===== src/rtl/ddr_rd_burst_ctrl_pkg.sv =====
// Shared definitions for the DDR read-burst feeder of the video output FIFO.
//   state_e         : controller FSM state encoding
//   BYTES_PER_BEAT  : byte stride of one beat at the default 256-bit data width
//   bytes_per_beat(): byte stride of one beat for an arbitrary data width
package ddr_rd_burst_ctrl_pkg;

  typedef enum logic [2:0] {
    StIdle,
    StWaitSpace,
    StAddr,
    StData,
    StDone
  } state_e;

  localparam int unsigned DATA_WIDTH_DFLT = 256;
  localparam int unsigned BYTES_PER_BEAT  = DATA_WIDTH_DFLT / 8;

  function automatic int unsigned bytes_per_beat(input int unsigned data_width);
    return data_width / 8;
  endfunction

endpackage


===== src/rtl/ddr_rd_burst_ctrl.sv =====
// Reads one video frame from DDR as AXI4 INCR bursts on every frame_start and pushes each returned
// beat straight into the write side of the read FIFO, throttled on the FIFO water level.
//
// Ports
//   clk, rst              : system clock (shared with FIFO), async active-high reset
//   frame_start           : 1-cycle pulse, start a frame (ignored while busy)
//   frame_base_addr       : frame byte address, sampled with frame_start
//   busy                  : frame transfer in progress
//   frame_done            : 1-cycle pulse after the last beat of the frame was written
//   err                   : sticky rlast/beat-count mismatch, cleared by the next frame_start
//   m_ar*                 : AXI4 read address channel (master side)
//   m_r*                  : AXI4 read data channel (master side)
//   fifo_wr_en/_data      : FIFO write port, combinational pass-through of R beats
//   fifo_wr_water_level   : FIFO fill level on the write side
//   fifo_wr_full          : FIFO full, back-pressures R as a safety stop
module ddr_rd_burst_ctrl
  import ddr_rd_burst_ctrl_pkg::*;
#(
  parameter int unsigned ADDR_WIDTH       = 28,
  parameter int unsigned DATA_WIDTH       = 256,
  parameter int unsigned FIFO_DEPTH_WIDTH = 9,
  parameter int unsigned BURST_LEN        = 16,
  parameter int unsigned FRAME_BEATS      = 129600
) (
  input  logic                        clk,
  input  logic                        rst,
  input  logic                        frame_start,
  input  logic [ADDR_WIDTH-1:0]       frame_base_addr,
  output logic                        busy,
  output logic                        frame_done,
  output logic                        err,
  output logic                        m_arvalid,
  input  logic                        m_arready,
  output logic [ADDR_WIDTH-1:0]       m_araddr,
  output logic [7:0]                  m_arlen,
  input  logic                        m_rvalid,
  output logic                        m_rready,
  input  logic [DATA_WIDTH-1:0]       m_rdata,
  input  logic                        m_rlast,
  output logic                        fifo_wr_en,
  output logic [DATA_WIDTH-1:0]       fifo_wr_data,
  input  logic [FIFO_DEPTH_WIDTH:0]   fifo_wr_water_level,
  input  logic                        fifo_wr_full
);

  localparam int unsigned DepthWords = 32'd1 << FIFO_DEPTH_WIDTH;
  localparam int unsigned RemW       = $clog2(FRAME_BEATS + 1);
  localparam int unsigned BeatBytes  = bytes_per_beat(DATA_WIDTH);

  state_e                state_q, state_d;
  logic [ADDR_WIDTH-1:0] addr_q, addr_d;
  logic [RemW-1:0]       remain_q, remain_d;
  logic [8:0]            beat_cnt_q, beat_cnt_d;
  logic                  err_q, err_d;

  logic [8:0]            len;
  logic                  space_ok;
  logic                  last_beat;

  // Length of the next burst: full burst, or whatever is left of the frame.
  always_comb begin
    if (32'(remain_q) < BURST_LEN) begin
      len = 9'(remain_q);
    end else begin
      len = 9'(BURST_LEN);
    end
  end

  // Free words must cover the whole burst; the slave can stream it without gaps.
  assign space_ok  = (32'(fifo_wr_water_level) + 32'(len)) <= DepthWords;
  assign last_beat = (beat_cnt_q == 9'd1);

  // Outputs
  always_comb begin
    busy         = (state_q == StWaitSpace) || (state_q == StAddr) || (state_q == StData);
    frame_done   = (state_q == StDone);
    err          = err_q;
    m_arvalid    = (state_q == StAddr);
    m_araddr     = addr_q;
    m_arlen      = (state_q == StAddr) ? 8'(len - 9'd1) : 8'd0;
    m_rready     = (state_q == StData) && !fifo_wr_full;
    fifo_wr_en   = m_rvalid && m_rready;
    fifo_wr_data = m_rdata;
  end

  // Next state
  always_comb begin
    state_d    = state_q;
    addr_d     = addr_q;
    remain_d   = remain_q;
    beat_cnt_d = beat_cnt_q;
    err_d      = err_q;

    unique case (state_q)
      StIdle: begin
        if (frame_start) begin
          addr_d   = frame_base_addr;
          remain_d = RemW'(FRAME_BEATS);
          err_d    = 1'b0;
          state_d  = StWaitSpace;
        end
      end
      StWaitSpace: begin
        if (space_ok) begin
          state_d = StAddr;
        end
      end
      StAddr: begin
        // len is derived from remain_q, which is frozen here, so arlen stays stable.
        if (m_arready) begin
          addr_d     = addr_q + ADDR_WIDTH'(32'(len) * BeatBytes);
          remain_d   = remain_q - RemW'(len);
          beat_cnt_d = len;
          state_d    = StData;
        end
      end
      StData: begin
        if (fifo_wr_en) begin
          beat_cnt_d = beat_cnt_q - 9'd1;
          if (m_rlast != last_beat) begin
            err_d = 1'b1;
          end
          // Burst ends on our own count; a misplaced rlast only flags err.
          if (last_beat) begin
            state_d = (remain_q == '0) ? StDone : StWaitSpace;
          end
        end
      end
      StDone: begin
        state_d = StIdle;
      end
      default: begin
        state_d = StIdle;
      end
    endcase
  end

  always_ff @(posedge clk or posedge rst) begin
    if (rst) begin
      state_q    <= StIdle;
      addr_q     <= '0;
      remain_q   <= '0;
      beat_cnt_q <= '0;
      err_q      <= 1'b0;
    end else begin
      state_q    <= state_d;
      addr_q     <= addr_d;
      remain_q   <= remain_d;
      beat_cnt_q <= beat_cnt_d;
      err_q      <= err_d;
    end
  end

endmodule


===== config.mk =====
export PLATFORM = sky130hd
export DESIGN_NAME = ddr_rd_burst_ctrl
export DESIGN_NICKNAME = d
export VERILOG_FILES = /design/src/rtl/ddr_rd_burst_ctrl_pkg.sv /design/src/rtl/ddr_rd_burst_ctrl.sv
export SDC_FILE = /design/constraint.sdc
export NUM_CORES = 1
export LEC_CHECK = 0
export BUFFER_PORTS_ARGS = -buffer_cell sky130_fd_sc_hd__buf_2
export CORE_AREA = 2 2 236 238
export DETAILED_ROUTE_END_ITERATION = 16
export DIE_AREA = 0 0 238 240
export SYNTH_ARGS = -nofsm -noshare
export SYNTH_HDL_FRONTEND = slang
export SYNTH_SLANG_ARGS = --single-unit

===== constraint.sdc =====
create_clock -name clk -period 5.6 [get_ports clk]
set_input_delay 0.56 -clock clk [delete_from_list [all_inputs] [get_ports clk]]
set_output_delay 0.56 -clock clk [all_outputs]
set_load 0.01 [all_outputs]

-- Word-level counts from Yosys, hierarchy flattened
Index checks and enable logic that the tools add are counted.
Widths: inputs -> output; s select.
- multiplexer cells: 22
- reductions and logical operators: 14
- div/mod/pow operators: 0
- $lt $le $gt $ge: 2
- shifts and indexed selects: 0
- bitwise logic cells: 0
- multipliers: 0
- eq/ne operators: 12
- add/subtract/negate cells: 5
- operators by type and width (kind ; count):
    $mux 28 ; 2
    $pmux 28 s2 ; 1
    $mux 17 ; 2
    $pmux 17 s2 ; 1
    $add 28x14->28 ; 1
    $mux 9 ; 3
    $mux 3 ; 6
    $pmux 9 s2 ; 1
    $logic_not 17->1 ; 1
    $lt 17x5->1 const B ; 1
    $sub 17x9->17 ; 1
    $pmux 3 s4 ; 1
    $add 10x9->11 ; 1
    $le 11x10->1 const B ; 1
    $eq 9x1->1 const B ; 1
    $sub 9x1->9 const B ; 1
    $mux 8 ; 1
    $ne 2x2->1 const B ; 4
    $sub 8x1->8 const B ; 1
    $eq 3x2->1 const B ; 2
    $reduce_and 3->1 ; 2
    $reduce_bool 2->1 ; 3
    $reduce_and 5->1 ; 1
    $ne 2x1->1 const B ; 2
    other kinds (10) ; 14
- output and inout bits: 298
- RAM bits: 0
- ROM bits: 0
- register bits after elaboration: 58
- memories: 0
- latch bits: 0
- input port bits: 301
- word-level logic and storage cells: 60

-- Longest topological paths before layout
- depth after elaboration: 6
- gate-level depth with buffers: 16
- mapped depth without buffers: 14

-- Worst setup path before layout
Ideal clock, no wire load.
- path kind: flip-flop to flip-flop
- start point: register remain_q[10]
- end point: register addr_q[27], in the netlist m_araddr[27]
- required time: 5.531 ns
- path buffers: 2
- path slack: 1.922 ns
- arrival time: 3.609 ns
- stages on the path, launching flop included: 17
- clock period less this slack: 3.678 ns
- library setup time: 0.069 ns
- cell sequence: dfrtp_1 -> or4_1 -> and4bb_1 -> buf_4 -> and2b_1 -> buf_6 -> nand2_1 -> inv_1 -> ha_1 -> inv_1 -> fa_1 -> nor2b_1 -> o2111ai_1 -> a21oi_1 -> o21ai_1 -> or4_1 -> nand3_1
- cells in the longest elaborated chain, start to end: 5
- RTL lines (item ; line ; RTL):
    from (decl) ; ddr_rd_burst_ctrl.sv:52 ; logic [RemW-1:0] remain_q, remain_d;
    from (signal assigned) ; ddr_rd_burst_ctrl.sv:148 ; remain_q <= remain_d;
    $lt 17x5->1 ; ddr_rd_burst_ctrl.sv:62 ; if (32'(remain_q) < BURST_LEN) begin
    $mux 9 ; ddr_rd_burst_ctrl.sv:62 ;
    $add 28x14->28 ; ddr_rd_burst_ctrl.sv:111 ; addr_d = addr_q + ADDR_WIDTH'(32'(len) * BeatBytes);
    $mux 28 ; ddr_rd_burst_ctrl.sv:110 ; if (m_arready) begin
    $pmux 28 s2 ; ddr_rd_burst_ctrl.sv:94 ; unique case (state_q)
    to (signal assigned) ; ddr_rd_burst_ctrl.sv:147 ; addr_q <= addr_d;
    to (decl) ; ddr_rd_burst_ctrl.sv:51 ; logic [ADDR_WIDTH-1:0] addr_q, addr_d;
Every way passes these cells. The select of a mux whose other input is x is not followed.
A chain may end at the register's enable or synchronous reset.

-- Final worst setup path
Ends and elaborated chain as after synthesis.

==> impl_metrics.ini <==
[routing]
avgRoutedWirePerCell_microns = 16.1
vias = 4344
drt-initial-drc-count = 284
first_pass_iters = 5
viasPerCell = 3.44
drt.antenna.violating_nets = 0
drcViolationCount = 0
wirelength_microns = 20400

[setup_path]
critPathMaxStageDelay_ps = 570
cp_slowest_cell = or4_1
critPathMaxFanout = 10
crit_type = reg -> reg
required_ps = 5880
r2r_slack_ps = 1030
cp-end-kind = flop
critical_path_buf_inv_count = 2
cp_top_family = simple AND/OR/NAND/NOR gates
startpoint_type = flop
arrival_ps = 4840
worstPathCellList = or4_1 > and4bb_1 > and2b_1 > nand2_1 > inv_1 > ha_1 > inv_1 > fa_1 > nor2b_1 > o2111ai_1 > a21oi_1 > o21ai_1 > or4_1 > nand3_1

[floorplanning]
num_rows = 86
die_h_microns = 240
initial_core_util_pct = 10.8
die_x_microns = 238
io_pins = 599
coreArea_sq_um = 54700
die_area_sq_um = 57100

[synth]
ys_ff_latch = 58
yosysMostFrequentCell = buf_4
ys.flop_type = dfrtp_1
syn_area_sq_um = 5890
yosys_warnings = 0
synth_cells = 721
yosysUniqueCellTypes = 60
synth_area_leaders = buf_4 (33%), dfrtp_1 (25%), ha_1 (4.9%), nand2_1 (4.1%), xor2_1 (2.4%)
synth.avg_cell_area_sq_um = 8.17
yosysSeqAreaShare_pct = 24.6
synth_top_area_share_pct = 32.8
synth_top_cell_by_area = buf_4
synth_common_cells = buf_4 (257), nand2_1 (64), dfrtp_1 (58), nor2_1 (35), o21ai_0 (27)
synth_edf_count = 0
async_reset_ff_share_pct = 100

[final_layout]
nFillCells = 6318
syn2layout_area_growth_pct = -5.01
final_layout_size_suffix_gt1_share_pct = 20.3
fin_util_pct = 10.2
nNetsFinal = 880

[timing]
max_slew_margin_pct = 44.6
fin_skew_ps = 6.65
fin_crit_ps = 4570
fmax_mhz = 219
setup_violations = 0
min_period_over_period_pct = 81.6
slew_viol_final = 0
worst_pin_slew_ps = 831
rsz0062_at_grt = no
tns_ps = 0
hold_violations = 0

[power_and_ir_drop]
p_leak_nw = 2.29
power.density_nw_per_um2 = 427
peakVddDrop_uv = 266

[global_routing]
grt_pass1_wl_microns = 28300
antenna_found_initial = 4
use_met3_pct = 4.04
grt_pass1_vias = 4123
grtUsageTotal_pct = 6.89
met1_usage_pct = 7.00
gr-usage-met2_pct = 10.6
grt_overflow = 0
grt_max_degree = 59
busiest_layer = met2

[cts]
post_cts_buffers = 0
cts.clk_slew.worst_paths_ps = 50
clockRootBuffer = clkbuf_16
cts_num_sinks = 58
clk_path_buf_depth = 2
cts_tree = done
cts_buffers = 9
clk_latency_ps = 340
hold_buffers = 0
ctsHtreeMaxLevel = 3
cts-resized-gates = 0

[place]
gp_congestion = 0.760
port_buffers = 86
dp_hpwl_microns = 16400

[hold_path]
hp-class = in -> reg

[outcome]
outcome = completed

[run]
maxCapViolCount = 0
==> per-layer routing <==
layer / share of wire (%) / up-vias
li1: - / 1882
met1: 36 / 1994
met2: 45 / 346
met3: 13 / 116
met4: 5.8 / 6
met5: 0.20 / -
==> cells in the final DEF, fill, tap and decap left out, drive strengths merged, types with 4 or more instances in the layout <==
cell type  count
o21ai         28
conb           9
dfrtp         58
nor2          35
xor2          16
ha            23
o211ai        10
nand4          5
nand3         19
inv           20
nand2         65
and3           7
o311ai         8
a21oi         19
a22oi         13
o221ai         4
or4            6
a31oi          6
xnor2          8
clkbuf        10
buf           92
a21o          11
nor3          18
nand2b         4
nor4           7
==> final cells by class <==
type	instances	area, sq um	share of cell area [%]
tap	704	881	15.7
timing repair buffer	92	475	8.50
inverter	20	75.1	1.34
antenna	1	2.50	0.0447
clock buffer	10	229	4.09
sequential	58	1450	26.0
clock inverter	5	80.1	1.43
multi-input combinational	373	2400	42.9
==> cells by family (layout without fill, tap and decap cells) <==
group,Yosys count,after routing,synth area share [%]
simple gates,188,188,15.8
fa+ha+maj,25,25,5.57
other cells,2,10,0.128
compound gates,125,125,14.5
buf+inv,297,127,35.5
mux,2,2,0.340
xor+xnor,24,24,3.57
flops,58,58,24.6
==> worst register-to-register path: cells and delay by family (launching register included) <==
kind	cells	cell delay [ps]
DFF	1	420
AOI/OAI and AO/OA	3	920
buffers and inverters	2	190
and+or+nand+nor	7	2400
adders and majority gates	2	580
==> power by group <==
part           switching [W]  internal (W)  total, W
Combinational       0.000619      0.000395   0.00101
Sequential          0.000203      0.000582  0.000785
Clock               0.000206      0.000386  0.000591
Total                0.00103       0.00136   0.00239
==> through the flow <==
step           setup WS (ps)  total power, W  instance area [sq um]  cells  hold WS, ps
3_3_place_gp            1160         0.00180                   5280   1247          456
6_report                1030         0.00239                   5590   1263          409
3_5_place_dp            1080         0.00181                   5280   1247          461
4_1_cts                 1070         0.00243                   5590   1262          394
2_1_floorplan           1920         0.00157                   5910    728          451
5_1_grt                  782         0.00259                   5590   1262          424
==> flip-flops by register name, summed over array words and instances (netlist names) <==
name / flops
err: 1
state_q: 3
beat_cnt_q: 9
remain_q: 17
m_araddr: 28
==> final timing paths <==
kind | from | endpoint | cells after the start
worst max-delay path | remain_q[10] | m_araddr[27] | 14
worst min-delay path | frame_base_addr[1] | m_araddr[1] | 3
worst max register to register | remain_q[10] | m_araddr[27] | 14
worst min register to register | m_araddr[1] | m_araddr[1] | 2
max in group asynchronous | rst | m_araddr[27] | 3
min in group asynchronous | rst | err | 3
Power figures use the tool's default switching activity.
